## config.mk

```make
export PLATFORM = sky130hd
export DESIGN_NAME = wb_arbiter_flat
export DESIGN_NICKNAME = d
export VERILOG_FILES = /design/src/rtl/wb_arbiter_if.sv /design/src/rtl/wb_arbiter.sv /design/src/flat_wrapper.sv
export SDC_FILE = /design/constraint.sdc
export NUM_CORES = 1
export LEC_CHECK = 0
export CORE_UTILIZATION = 30
export DETAILED_ROUTE_END_ITERATION = 10
export GPL_TIMING_DRIVEN = 0
export MAX_ROUTING_LAYER = met4
export RECOVER_POWER = 25
export SLEW_MARGIN = 20
export SYNTH_ARGS = -nofsm -noshare
export SYNTH_HDL_FRONTEND = slang
export SYNTH_SLANG_ARGS = --single-unit
```

## constraint.sdc

```tcl
create_clock -name clk -period 8.3 [get_ports clk]
set_input_delay 1.66 -clock clk [delete_from_list [all_inputs] [get_ports clk]]
set_output_delay 1.66 -clock clk [all_outputs]
set_load 0.01 [all_outputs]
```

## src/rtl/wb_arbiter_if.sv

```systemverilog
`default_nettype none
// ============================================================================
//  Module      : wb_arbiter_if
//  Description : Bundle of the writeback stage's bus signals. It carries the
//                two ALU lane results, the long-latency valid/ready
//                handshake, and the two regfile write ports.
//                  slave  - the arbiter side (consumes results, drives regfile)
//                  master - the producer/observer side (execute units, bench)
//                Signals:
//                  wb1_*/wb2_*  lane 1 (older) / lane 2 (younger) results
//                  ll_*         long-latency result + ready + FIFO occupancy
//                  we_x, writeaddr_x, writedata_x  regfile port x
//  Revision    : 1.0 - initial release
// ============================================================================
interface wb_arbiter_if #(
   parameter int DEPTH = 4
);
   localparam int CW = $clog2(DEPTH) + 1;

   logic          wb1_valid;
   logic [4:0]    wb1_addr;
   logic [31:0]   wb1_data;
   logic          wb2_valid;
   logic [4:0]    wb2_addr;
   logic [31:0]   wb2_data;
   logic          ll_valid;
   logic          ll_ready;
   logic [4:0]    ll_addr;
   logic [31:0]   ll_data;
   logic          we_1;
   logic [4:0]    writeaddr_1;
   logic [31:0]   writedata_1;
   logic          we_2;
   logic [4:0]    writeaddr_2;
   logic [31:0]   writedata_2;
   logic [CW-1:0] ll_count;

   modport slave (
      input  wb1_valid, wb1_addr, wb1_data,
      input  wb2_valid, wb2_addr, wb2_data,
      input  ll_valid, ll_addr, ll_data,
      output ll_ready, ll_count,
      output we_1, writeaddr_1, writedata_1,
      output we_2, writeaddr_2, writedata_2
   );

   modport master (
      output wb1_valid, wb1_addr, wb1_data,
      output wb2_valid, wb2_addr, wb2_data,
      output ll_valid, ll_addr, ll_data,
      input  ll_ready, ll_count,
      input  we_1, writeaddr_1, writedata_1,
      input  we_2, writeaddr_2, writedata_2
   );
endinterface
`default_nettype wire

```

## src/rtl/wb_arbiter.sv

```systemverilog
`default_nettype none
// ============================================================================
//  Module      : wb_arbiter
//  Description : Dual-issue writeback arbiter. Merges ALU lane 1, ALU lane 2
//                and a queued long-latency source onto the two regfile write
//                ports. Lane results always win their own port; queued
//                results drain in order into whatever ports the lanes leave
//                free (up to two per cycle). All regfile outputs are
//                registered.
//  Ports       : clk  - clock
//                rst  - asynchronous, active-low reset
//                bus  - wb_arbiter_if.slave (lane inputs, long-latency
//                       handshake, regfile port outputs, FIFO occupancy)
//  Revision    : 1.0 - initial release
// ============================================================================
module wb_arbiter #(
   parameter int DEPTH = 4
) (
   input  wire         clk,
   input  wire         rst,
   wb_arbiter_if.slave bus
);
   localparam int PW = $clog2(DEPTH);
   localparam int CW = PW + 1;

   // FIFO storage and pointers
   logic [4:0]    mem_addr [DEPTH];
   logic [31:0]   mem_data [DEPTH];
   logic [PW-1:0] rd_ptr;
   logic [PW-1:0] wr_ptr;
   logic [CW-1:0] count;

   // head candidates
   logic [PW-1:0] rd_ptr1;
   logic [4:0]    h0_addr, h1_addr;
   logic [31:0]   h0_data, h1_data;

   // lane decisions
   logic e1, e2;

   // FIFO decisions
   logic push;
   logic h0_avail, h0_disc, h0_wr, h0_p1, h0_pop;
   logic h1_avail, h1_disc, h1_wr, h1_p1, h1_pop;
   logic free1_b, free2_b;
   logic kill_h0;
   logic [1:0] pops;

   // next-state of regfile ports
   logic        we1_n, we2_n;
   logic [4:0]  wa1_n, wa2_n;
   logic [31:0] wd1_n, wd2_n;

   // Ready comes from the registered count only, so a full FIFO refuses a
   // push even when it is popping in the same cycle.
   assign bus.ll_ready = (count < CW'(DEPTH));
   assign bus.ll_count = count;
   assign push         = bus.ll_valid & bus.ll_ready;

   assign rd_ptr1 = rd_ptr + PW'(1);
   assign h0_addr = mem_addr[rd_ptr];
   assign h0_data = mem_data[rd_ptr];
   assign h1_addr = mem_addr[rd_ptr1];
   assign h1_data = mem_data[rd_ptr1];

   always_comb begin
      // Lane 2 is younger and wins a same-register conflict; r0 writes vanish.
      e2 = bus.wb2_valid & (bus.wb2_addr != 5'd0);
      e1 = bus.wb1_valid & (bus.wb1_addr != 5'd0) &
           !(bus.wb2_valid & (bus.wb2_addr == bus.wb1_addr));

      // Head entry: a queued result is always older than a lane result to
      // the same register, so such a result is simply dropped.
      h0_avail = (count >= CW'(1));
      h0_disc  = (h0_addr == 5'd0) |
                 (e1 & (h0_addr == bus.wb1_addr)) |
                 (e2 & (h0_addr == bus.wb2_addr));
      h0_wr    = h0_avail & !h0_disc & (!e1 | !e2);
      h0_p1    = !e1;
      h0_pop   = h0_avail & (h0_disc | h0_wr);

      // Ports still free once the head has claimed one.
      free1_b = !e1 & !(h0_wr & h0_p1);
      free2_b = !e2 & !(h0_wr & !h0_p1);

      // Second entry is only considered if the head left the FIFO, which
      // keeps the drain strictly in order.
      h1_avail = (count >= CW'(2)) & h0_pop;
      h1_disc  = (h1_addr == 5'd0) |
                 (e1 & (h1_addr == bus.wb1_addr)) |
                 (e2 & (h1_addr == bus.wb2_addr));
      h1_wr    = h1_avail & !h1_disc & (free1_b | free2_b);
      h1_p1    = free1_b;
      h1_pop   = h1_avail & (h1_disc | h1_wr);

      // Two queued writes to the same register: the older one is dead. Port
      // allocation is done first, so the younger keeps the port it claimed.
      kill_h0 = h0_wr & h1_wr & (h0_addr == h1_addr);

      pops = {1'b0, h0_pop} + {1'b0, h1_pop};

      we1_n = 1'b0;
      wa1_n = bus.writeaddr_1;
      wd1_n = bus.writedata_1;
      if (e1) begin
         we1_n = 1'b1;
         wa1_n = bus.wb1_addr;
         wd1_n = bus.wb1_data;
      end else if (h0_wr & h0_p1 & !kill_h0) begin
         we1_n = 1'b1;
         wa1_n = h0_addr;
         wd1_n = h0_data;
      end else if (h1_wr & h1_p1) begin
         we1_n = 1'b1;
         wa1_n = h1_addr;
         wd1_n = h1_data;
      end

      we2_n = 1'b0;
      wa2_n = bus.writeaddr_2;
      wd2_n = bus.writedata_2;
      if (e2) begin
         we2_n = 1'b1;
         wa2_n = bus.wb2_addr;
         wd2_n = bus.wb2_data;
      end else if (h0_wr & !h0_p1 & !kill_h0) begin
         we2_n = 1'b1;
         wa2_n = h0_addr;
         wd2_n = h0_data;
      end else if (h1_wr & !h1_p1) begin
         we2_n = 1'b1;
         wa2_n = h1_addr;
         wd2_n = h1_data;
      end
   end

   // FIFO payload needs no reset; occupancy alone defines validity.
   always_ff @(posedge clk) begin
      if (push) begin
         mem_addr[wr_ptr] <= bus.ll_addr;
         mem_data[wr_ptr] <= bus.ll_data;
      end
   end

   always_ff @(posedge clk or negedge rst) begin
      if (!rst) begin
         rd_ptr          <= '0;
         wr_ptr          <= '0;
         count           <= '0;
         bus.we_1        <= 1'b0;
         bus.writeaddr_1 <= '0;
         bus.writedata_1 <= '0;
         bus.we_2        <= 1'b0;
         bus.writeaddr_2 <= '0;
         bus.writedata_2 <= '0;
      end else begin
         if (push)
            wr_ptr <= wr_ptr + PW'(1);
         rd_ptr          <= rd_ptr + PW'(pops);
         count           <= count + CW'(push) - CW'(pops);
         bus.we_1        <= we1_n;
         bus.writeaddr_1 <= wa1_n;
         bus.writedata_1 <= wd1_n;
         bus.we_2        <= we2_n;
         bus.writeaddr_2 <= wa2_n;
         bus.writedata_2 <= wd2_n;
      end
   end
endmodule
`default_nettype wire
```

## src/flat_wrapper.sv

```systemverilog
// flat-port wrapper written by rule: the top's interface ports become plain ports
module wb_arbiter_flat 
#(
   parameter int DEPTH = 4
)
  (clk, rst, bus_wb1_valid, bus_wb1_addr, bus_wb1_data, bus_wb2_valid, bus_wb2_addr, bus_wb2_data, bus_ll_valid, bus_ll_addr, bus_ll_data, bus_ll_ready, bus_ll_count, bus_we_1, bus_writeaddr_1, bus_writedata_1, bus_we_2, bus_writeaddr_2, bus_writedata_2);
  wb_arbiter_if #(.DEPTH(DEPTH)) bus_i ();
  input  wire clk;
  input  wire rst;
  input wire logic [$bits(bus_i.wb1_valid)-1:0] bus_wb1_valid;
  input wire logic [$bits(bus_i.wb1_addr)-1:0] bus_wb1_addr;
  input wire logic [$bits(bus_i.wb1_data)-1:0] bus_wb1_data;
  input wire logic [$bits(bus_i.wb2_valid)-1:0] bus_wb2_valid;
  input wire logic [$bits(bus_i.wb2_addr)-1:0] bus_wb2_addr;
  input wire logic [$bits(bus_i.wb2_data)-1:0] bus_wb2_data;
  input wire logic [$bits(bus_i.ll_valid)-1:0] bus_ll_valid;
  input wire logic [$bits(bus_i.ll_addr)-1:0] bus_ll_addr;
  input wire logic [$bits(bus_i.ll_data)-1:0] bus_ll_data;
  output wire logic [$bits(bus_i.ll_ready)-1:0] bus_ll_ready;
  output wire logic [$bits(bus_i.ll_count)-1:0] bus_ll_count;
  output wire logic [$bits(bus_i.we_1)-1:0] bus_we_1;
  output wire logic [$bits(bus_i.writeaddr_1)-1:0] bus_writeaddr_1;
  output wire logic [$bits(bus_i.writedata_1)-1:0] bus_writedata_1;
  output wire logic [$bits(bus_i.we_2)-1:0] bus_we_2;
  output wire logic [$bits(bus_i.writeaddr_2)-1:0] bus_writeaddr_2;
  output wire logic [$bits(bus_i.writedata_2)-1:0] bus_writedata_2;
  assign bus_i.wb1_valid = bus_wb1_valid;
  assign bus_i.wb1_addr = bus_wb1_addr;
  assign bus_i.wb1_data = bus_wb1_data;
  assign bus_i.wb2_valid = bus_wb2_valid;
  assign bus_i.wb2_addr = bus_wb2_addr;
  assign bus_i.wb2_data = bus_wb2_data;
  assign bus_i.ll_valid = bus_ll_valid;
  assign bus_i.ll_addr = bus_ll_addr;
  assign bus_i.ll_data = bus_ll_data;
  assign bus_ll_ready = bus_i.ll_ready;
  assign bus_ll_count = bus_i.ll_count;
  assign bus_we_1 = bus_i.we_1;
  assign bus_writeaddr_1 = bus_i.writeaddr_1;
  assign bus_writedata_1 = bus_i.writedata_1;
  assign bus_we_2 = bus_i.we_2;
  assign bus_writeaddr_2 = bus_i.writeaddr_2;
  assign bus_writedata_2 = bus_i.writedata_2;
  wb_arbiter #(.DEPTH(DEPTH)) u_core (.clk(clk), .rst(rst), .bus(bus_i));
endmodule
```

==> impl_metrics.yaml, run 1 <==
clocking:
  htreeDepth: 1
  cts_tree: "built"
  cts_buffers: 27
  clk_pin_slew_ps: 60
  cts-root-buf: "clkbuf_16"
  cts_setup_buffers: 0
  clockBufferDepth: 3
  insertion_delay_ps: 550
  clock-sinks: 231
  cts_hold_buffers: 0
  cts_resized: 0
grt:
  gr-total-overflow: 0
  grt_pass1_vias: 10500
  use_met3_pct: 2.82
  grt_util_met1_pct: 28.3
  grtUsageMet2_pct: 32.5
  grt_antenna_before_repair: 8
  grt_pass1_wl_um: 64900
  grt_use_total_pct: 20.9
  grt.busiest_layer: "met2"
  grt_max_degree: 48
pwr:
  p_int_mw: 3.44
  combPwrFrac_pct: 51.3
  power_switching_mw: 2.43
  leakagePower_nw: 5.98
  power_density_nw_per_um2: 367
  seqPwrFrac_pct: 29.0
  peakVddDrop_v: 0.000154
  clockPowerShare_pct: 19.7
  total_power_mw: 5.87
  p_sw_share_pct: 41.4
yosys:
  syn-cell-area_um2: 12500
  async_reset_ff_share_pct: 35.9
  synth_fp_nets: 1288
  netlist_instances: 1162
  ys_types: 53
  syn_area_per_cell_um2: 10.8
  synth_top_flop_cell: "edfxtp_1"
  synth-seq-cells: 231
  yosys_warnings: 0
  synth-edff-count: 148
  ys_seq_area_share_pct: 52.0
place:
  placed_area_um2: 15100
  dp_slack_ps: 1820
  dp.cells: 1884
  port_buffers: 189
  gp_congestion: 0.901
  dp_hpwl_um: 31300
timing:
  fmax_mhz: 167
  rsz0062_at_grt: "no"
  max_slew_margin_pct: -97.9
  slew_violations: 86
  hold_viol: 0
  clock_skew_ps: 11.5
  fin_tns_setup_ps: 0
  worst_slack_ps: 2320
  setup_viol: 0
  min_period_over_period_pct: 72.0
  min_period_ps: 5980
  worst_pin_slew_ps: 2970
floorplan:
  die_area_um2: 42600
  die_h_um: 206
  io_pins: 196
  die_x_um: 206
  initial_core_util_pct: 30.6
  floorplan.rows: 74
  core_area_um2: 41000
min_path:
  min_path_type: "reg2reg"
  hold_start: "u_core.bus.writedata_1[6]"
final_layout:
  final_common_cell: "clkdlybuf4s50_1"
  layout_common_cells: "clkdlybuf4s50_1, edfxtp_1, nand2_1"
  syn2layout_area_growth_pct: 27.4
  fin_area_um2: 16000
  fin_cells: 1941
  drive_gt1_share_pct: 10.1
  nNetsFinal: 1507
route:
  drc: 31
  dr.pass1.iters: 8
  ant_nets: 0
  drt_iter0_drc: 924
  vias: 10400
  routedWlPerCell_um: 22.5
  routed_wl_um: 43700
  vias_per_cell: 5.35
setup_path:
  worstPathMaxFanout: 10
  path_cells: "clkdlybuf4s50_1, or4_1, o21a_1, o21ai_0, clkbuf_1, clkbuf_1, a21o_1, o21ai_0, a211oi_1, ha_1, ha_1, inv_1, ha_1, fa_1, xnor2_1, xnor2_1"
  critPathKind: "in2reg"
  cp-end-kind: "flip-flop"
  arrival_ps: 6440
  worstPathRequired_ps: 8760
  critPathLaunchType: "input port"
  r2r-start: "u_core.rd_ptr[1]"
  cp-startpoint: "bus_wb1_addr[0]"
  slowest_stage: "or4_1"
  cpMostUsedCell: "ha_1"
  max_stage_delay_ps: 620
outcome:
  violations: "design-rule violations, max-capacitance violations, max-slew violations"
  outcome: "finished with violations"
job:
  maxCapViolations: 2
-- worst max-delay path, delay by kind of cell --
family                     cells  cell delay (ps)
xor gates and xnor gates       2              330
and+or+nand+nor                1              620
buffers and inverters          4             1670
adders and majority gates      4             1160
AOI/OAI and AO/OA              5              980
-- final cells by class --
type                       instances  area [µm²]
fill                            4041       25000
buffer                            99         442
tap                              532         666
antenna                            8        20.0
inverter                          32         120
clock inverter                     8        75.1
multi-input combinational        800        5460
sequential                       231        6520
timing repair buffer             190        1890
clock buffer                      41         778
-- sequential cells by signal (all words and copies together) (netlist names) --
register	count
u_core.bus.writedata_1	32
u_core.bus.writeaddr_2	5
u_core.bus.writeaddr_1	5
u_core.bus.we_2	1
u_core.wr_ptr	2
u_core.mem_addr	20
u_core.rd_ptr	2
u_core.bus.writedata_2	32
u_core.bus.ll_count	3
u_core.mem_data	128
u_core.bus.we_1	1
-- metal layers --
metal,vias up,share of wire [%]
met2,449,46
met4,0,2.6
li1,4750,-
met5,-,0
met1,5112,44
met3,64,7.6
-- worst paths after layout --
path,endpoint,slack [ps],depth (start not counted)
max in group asynchronous,u_core.bus.writedata_2[24],2880,2
worst max register to register,u_core.bus.ll_count[2],3390,17
worst min register to register,u_core.bus.writedata_1[6],520,2
min in group asynchronous,u_core.bus.writeaddr_1[4],1740,1
worst min-delay path,u_core.bus.writedata_1[6],520,2
worst max-delay path,u_core.bus.ll_count[2],2320,16
-- cells by family after synthesis --
group / count (synthesis) / share of synthesized area, %
and+or+nand+nor: 305 / 11.1
buffers and inverters: 131 / 4.48
adders and majority gates: 10 / 1.06
xor gates and xnor gates: 40 / 2.80
AOI/OAI and AO/OA: 300 / 15.6
DFF: 231 / 52.0
muxes: 145 / 13.0
-- cell usage after synthesis, types with 2 or more instances --
library cell	count	share of area, %
nand3_1	48	1.9
o21ai_0	69	2.8
buf_6	7	0.63
edfxtp_1	148	35
a211oi_1	10	0.60
or4_1	3	0.18
mux4_2	10	1.8
ha_1	9	0.90
o221ai_1	9	0.63
nand4_1	8	0.40
xor2_1	14	0.98
nand2_1	107	3.2
buf_1	4	0.12
buf_2	14	0.56
o31ai_1	32	1.9
dfrtp_1	83	17
nor2_1	70	2.1
o31a_1	3	0.21
o21ai_1	36	1.4
o21a_1	4	0.24
or3_1	3	0.15
a21o_1	3	0.18
mux2_2	38	3.4
o311ai_1	3	0.21
o211ai_1	2	0.12
inv_1	32	0.96
mux2i_1	97	7.7
nand3b_1	10	0.60
a31oi_1	28	1.4
and2_1	5	0.25
nor3_1	35	1.4
xnor2_1	26	1.8
a21oi_1	67	2.7
nor2b_1	3	0.15
nor4_1	2	0.10
a211oi_2	25	2.5
nand2b_1	3	0.15
and3_1	4	0.20
clkbuf_1	74	2.2
-- power by group through the flow --
stage	registers, mW	logic [mW]	clock network, mW
after detailed placement	1.72	2.98	0
after floorplan	1.76	1.76	0
after CTS	1.70	2.99	1.17
after global placement	1.72	2.94	0
final	1.70	3.01	1.15
after global routing	1.73	3.24	1.21
-- through the flow --
step / util [%] / hold WS, ps
finish: 38.9 / 519
global route: 38.9 / 549
CTS: 39.0 / 524
detailed placement: 36.9 / 508
global placement: 36.8 / 495
floorplan: - / 488
(Power assumes the default switching activity.)
==> inputs of run 2 (changes only) <==
==> constraint.sdc (replaced) <==
create_clock -name clk -period 5.4 [get_ports clk]
set_input_delay 1.08 -clock clk [delete_from_list [all_inputs] [get_ports clk]]
set_output_delay 1.08 -clock clk [all_outputs]
set_load 0.01 [all_outputs]
==> impl_metrics.yaml, run 2 (synthesis results as in run 1) <==
outcome:
  outcome: "finished with violations"
  violations: "design-rule violations, max-capacitance violations, max-slew violations"
clocking:
  cts_buffers: 27
  htreeDepth: 1
  clk_pin_slew_ps: 60
  cts-root-buf: "clkbuf_16"
  insertion_delay_ps: 550
  cts_tree: "built"
  clockBufferDepth: 3
  clock-sinks: 231
  cts_hold_buffers: 0
pwr:
  power_density_nw_per_um2: 564
  seqPwrFrac_pct: 29.0
  p_sw_share_pct: 41.4
  clockPowerShare_pct: 19.6
  combPwrFrac_pct: 51.4
  peakVddDrop_v: 0.000237
  power_switching_mw: 3.73
  p_int_mw: 5.29
  total_power_mw: 9.02
  leakagePower_nw: 6.00
setup_path:
  worstPathMaxFanout: 10
  critical-path-top-delay-family: "adder cells"
  critPathLaunchType: "input port"
  worstPathRequired_ps: 5870
  cp-end-kind: "flip-flop"
  critPathBufInv: 3
  slowest_stage: "clkdlybuf4s50_1"
  critPathKind: "in2reg"
  path_cells: "clkdlybuf4s50_1, or4_1, o21a_1, o21ai_0, or4_4, nand4_1, clkbuf_2, o21ai_0, a211oi_1, ha_1, ha_1, inv_1, ha_1, fa_1, xnor2_1, xnor2_1"
  arrival_ps: 5450
  max_stage_delay_ps: 670
  cpMostUsedCell: "ha_1"
route:
  drc: 31
  vias: 10500
  vias_per_cell: 5.38
  drt_iter0_drc: 885
  routed_wl_um: 43700
  dr.pass1.iters: 8
  ant_nets: 0
  routedWlPerCell_um: 22.5
timing:
  fmax_mhz: 201
  max_slew_margin_pct: -64.2
  min_period_ps: 4980
  clock_skew_ps: 13.2
  holdWs_ps: 519
  slew_violations: 86
  rsz0062_at_grt: "no"
  hold_viol: 0
  setup_viol: 0
  min_period_over_period_pct: 92.3
  worst_pin_slew_ps: 2460
grt:
  grt_antenna_before_repair: 8
  gr-total-overflow: 0
  grt_max_degree: 48
  grt_pass1_vias: 10500
  grt_use_total_pct: 20.9
  grt_pass1_wl_um: 64900
final_layout:
  fin_area_um2: 16000
  syn2layout_area_growth_pct: 27.6
  regMostFlops: "u_core.mem_data"
  nNetsFinal: 1508
  drive_gt1_share_pct: 10.5
  layout_common_cells: "clkdlybuf4s50_1, edfxtp_1, nand2_1"
  fillers: 4036
  final_common_cell: "clkdlybuf4s50_1"
  utilization_pct: 39.0
  largest_reg_flops: 128
  largest_registers: "u_core.mem_data x128, u_core.bus.writedata_1 x32, u_core.bus.writedata_2 x32"
min_path:
  min_path_type: "reg2reg"
place:
  dp_hpwl_um: 31300
  port_buffers: 189
  placed_area_um2: 15100
  gp_congestion: 0.901
floorplan:
  io_pins: 196
  die_area_um2: 42600
  die_x_um: 206
  die_h_um: 206
  initial_core_util_pct: 30.6
  core_area_um2: 41000
  floorplan.rows: 74
job:
  maxCapViolations: 2
[run 2: changes by cell type in the layout (fill, tap and decap cells not counted), sizes merged]
cell / before / now
buf: 25 / 27
clkbuf: 117 / 115
dlymetal6s4s: 0 / 1
[run 2: final cells by class]
cell class | count | area, µm² | share of cell area, %
sequential | 231 | 6520 | 40.8
multi-input combinational | 800 | 5460 | 34.1
timing repair buffer | 192 | 1910 | 12.0
clock buffer | 41 | 778 | 4.87
tap | 532 | 666 | 4.16
buffer | 98 | 442 | 2.76
inverter | 32 | 120 | 0.751
clock inverter | 8 | 75.1 | 0.469
antenna | 8 | 20.0 | 0.125
[run 2: metrics by stage]
step / instances / setup slack, ps / setup TNS, ps
finish: 1942 / 415 / 0
global route: 1942 / 105 / 0
CTS: 1933 / 46.8 / 0
detailed placement: 1884 / -504 / -770
global placement: 1883 / -480 / -26930
floorplan: 1162 / 793 / 0
[run 2: what timing repair did]
item                       4_1_cts  5_1_grt
setup buffers                    0        2
setup endpoints to repair        0        1
gates resized for setup          0        6
[run 2: layer usage]
metal	global-route usage (%)	vias to the layer above	part of all wire, %
li1	-	4746	-
met1	28.3	5178	44
met2	32.5	458	46
met3	2.82	70	6.8
met4	6.30	0	2.8
met5	-	-	0
[run 2: worst paths after layout]
kind | slack (ps) | to | from | cells after the start
setup reg to reg | 770 | u_core.bus.ll_count[2] | u_core.rd_ptr[1] | 17
max in group asynchronous | 870 | u_core.wr_ptr[0] | rst | 2
min in group asynchronous | 1170 | u_core.bus.writeaddr_1[4] | rst | 1
hold reg to reg | 520 | u_core.bus.writedata_1[6] | u_core.bus.writedata_1[6] | 2
hold / removal | 520 | u_core.bus.writedata_1[6] | u_core.bus.writedata_1[6] | 2
setup / recovery | 420 | u_core.bus.ll_count[2] | bus_wb1_addr[0] | 16
[run 2: power groups by stage]
| stage | sequential, mW | clock (mW) | combinational (mW) |
|---|---|---|---|
| floorplan | 2.71 | 0 | 2.71 |
| global placement | 2.64 | 0 | 4.51 |
| detailed placement | 2.65 | 0 | 4.58 |
| CTS | 2.62 | 1.80 | 4.60 |
| global route | 2.66 | 1.87 | 4.98 |
| finish | 2.61 | 1.77 | 4.64 |
[run 2: worst reg2reg max path: cells and delay by family, from the launching register on]
| family | cells | cell delay, ps |
|---|---|---|
| AO/OA/AOI/OAI | 2 | 410 |
| XOR/XNOR | 3 | 540 |
| adder cells (fa/ha/maj) | 4 | 1160 |
| buffers and inverters | 4 | 830 |
| flip-flops | 1 | 310 |
| multiplexers | 1 | 460 |
| AND/OR/NAND/NOR | 3 | 840 |
==> inputs of run 3 (changes only) <==
--- a/config.mk
+++ b/config.mk
@@ -5,6 +5,7 @@
 export SDC_FILE = /design/constraint.sdc
 export NUM_CORES = 1
 export LEC_CHECK = 0
+export CORE_MARGIN = 2
 export CORE_UTILIZATION = 30
 export DETAILED_ROUTE_END_ITERATION = 10
 export GPL_TIMING_DRIVEN = 0
==> impl_metrics.yaml, run 3 (synthesis results as in run 1) <==
outcome:
  outcome: "finished with violations"
  violations: "max-capacitance violations, max-slew violations"
final_layout:
  drive_gt1_share_pct: 11.0
  regMostFlops: "u_core.mem_data"
  seq_area_um2: 6520
  largest_registers: "u_core.mem_data x128, u_core.bus.writedata_1 x32, u_core.bus.writedata_2 x32"
  layout_common_cells: "clkdlybuf4s50_1, edfxtp_1, nand2_1"
  final_common_cell: "clkdlybuf4s50_1"
  syn2layout_area_growth_pct: 28.1
  fillers: 4038
  largest_reg_flops: 128
  nNetsFinal: 1510
  multi_input_area_um2: 5460
pwr:
  leakagePower_nw: 6.04
  peakVddDrop_v: 0.000259
  total_power_mw: 9.05
  power_density_nw_per_um2: 564
place:
  port_buffers: 189
  gp_congestion: 0.954
  dp_hpwl_um: 31800
  dp_slack_ps: -626
setup_path:
  worstPathMaxFanout: 10
  path_cells: "clkdlybuf4s50_1, or4_1, o21a_1, o21ai_0, or4_4, nand4_1, clkbuf_2, o21ai_0, a211oi_1, ha_1, ha_1, inv_1, ha_1, fa_1, xnor2_1, xnor2_1"
  slowest_stage: "clkdlybuf4s50_1"
  critPathLaunchType: "input port"
  arrival_ps: 5570
  r2r_slack_ps: 720
  cp-end-kind: "flip-flop"
  worstPathRequired_ps: 5870
  cpMostUsedCell: "ha_1"
  critPathKind: "in2reg"
  critPathBufInv: 3
  max_stage_delay_ps: 690
  critical-path-top-delay-family: "adder cells"
floorplan:
  io_pins: 196
  floorplan.rows: 74
  core_area_um2: 41000
  die_x_um: 208
  initial_core_util_pct: 30.6
  die_area_um2: 43400
  die_h_um: 208
clocking:
  cts_hold_buffers: 0
  clock-sinks: 231
  cts-root-buf: "clkbuf_16"
  htreeDepth: 1
  insertion_delay_ps: 550
  clockBufferDepth: 3
  cts_buffers: 27
  cts_tree: "built"
  clk_pin_slew_ps: 60
route:
  vias: 10300
  ant_nets: 0
  routed_wl_um: 43700
  drc: 0
  dr.pass1.iters: 7
  routedWlPerCell_um: 22.4
  vias_per_cell: 5.31
  drt_iter0_drc: 1034
job:
  maxCapViolations: 2
timing:
  clock_skew_ps: 14.1
  worst_pin_slew_ps: 2320
  hold_viol: 0
  max_slew_margin_pct: -54.7
  holdWs_ps: 514
  setup_viol: 0
  slew_violations: 86
  fmax_mhz: 196
  min_period_over_period_pct: 94.4
  worst_slack_ps: 302
  rsz0062_at_grt: "no"
  fin_tns_setup_ps: 0
  min_period_ps: 5100
grt:
  grt_antenna_before_repair: 9
  gr-total-overflow: 0
  grt_use_total_pct: 20.3
  grt_max_degree: 49
  grt_pass1_vias: 10400
  grt_pass1_wl_um: 65100
min_path:
  min_path_type: "reg2reg"
-- run 3: final timing paths --
check | from | end | cells past startpoint
setup / recovery | bus_wb1_addr[0] | u_core.bus.ll_count[2] | 16
setup reg to reg | u_core.rd_ptr[1] | u_core.bus.ll_count[2] | 17
max in group asynchronous | rst | u_core.bus.writedata_1[18] | 2
min in group asynchronous | rst | u_core.rd_ptr[1] | 1
hold / removal | u_core.bus.writeaddr_1[0] | u_core.bus.writeaddr_1[0] | 1
hold reg to reg | u_core.bus.writeaddr_1[0] | u_core.bus.writeaddr_1[0] | 1
-- run 3: area by class of cell --
class	instances	share of cell area, %
antenna	8	0.125
buffer	98	2.75
clock buffer	32	4.39
clock inverter	18	0.974
inverter	32	0.748
multi-input combinational	800	34.0
sequential	231	40.6
tap	532	4.15
timing repair buffer	194	12.3
-- run 3: metrics by stage --
| step | cells | utilization [%] | instance area, µm² |
|---|---|---|---|
| 3_3_place_gp | 1883 | 36.8 | 15100 |
| 4_1_cts | 1936 | 39.1 | 16000 |
| 5_1_grt | 1945 | 39.1 | 16100 |
| 3_5_place_dp | 1886 | 37.0 | 15200 |
| 2_1_floorplan | 1162 | - | 12500 |
| 6_report | 1945 | 39.1 | 16100 |
-- run 3: worst reg2reg max path: cells and delay by family, from the launching register on --
family | cells | cell delay (ps)
buffers and inverters | 4 | 840
adder cells (fa/ha/maj) | 4 | 1170
XOR/XNOR | 3 | 560
flip-flops | 1 | 320
AND/OR/NAND/NOR | 3 | 850
multiplexers | 1 | 450
AO/OA/AOI/OAI | 2 | 420
-- run 3: repair_timing --
item / in CTS / in global routing
buffers inserted: 0 / 2
resized for setup: 1 / 4
gates cloned: 0 / 0
endpoints found under the setup margin: 1 / 1
-- run 3: report_power, final --
part           switching [mW]  internal [mW]  leakage [nW]
clock                   0.764           1.03         0.421
sequential              0.257           2.36          2.31
combinational            2.74           1.90          3.31
-- run 3: routing by layer --
metal,wire (µm),track usage [%],share of wire (%)
met5,0,-,0
met4,1150,5.28,2.6
met1,18800,26.6,43
met3,3540,3.97,8.1
met2,20200,32.2,46
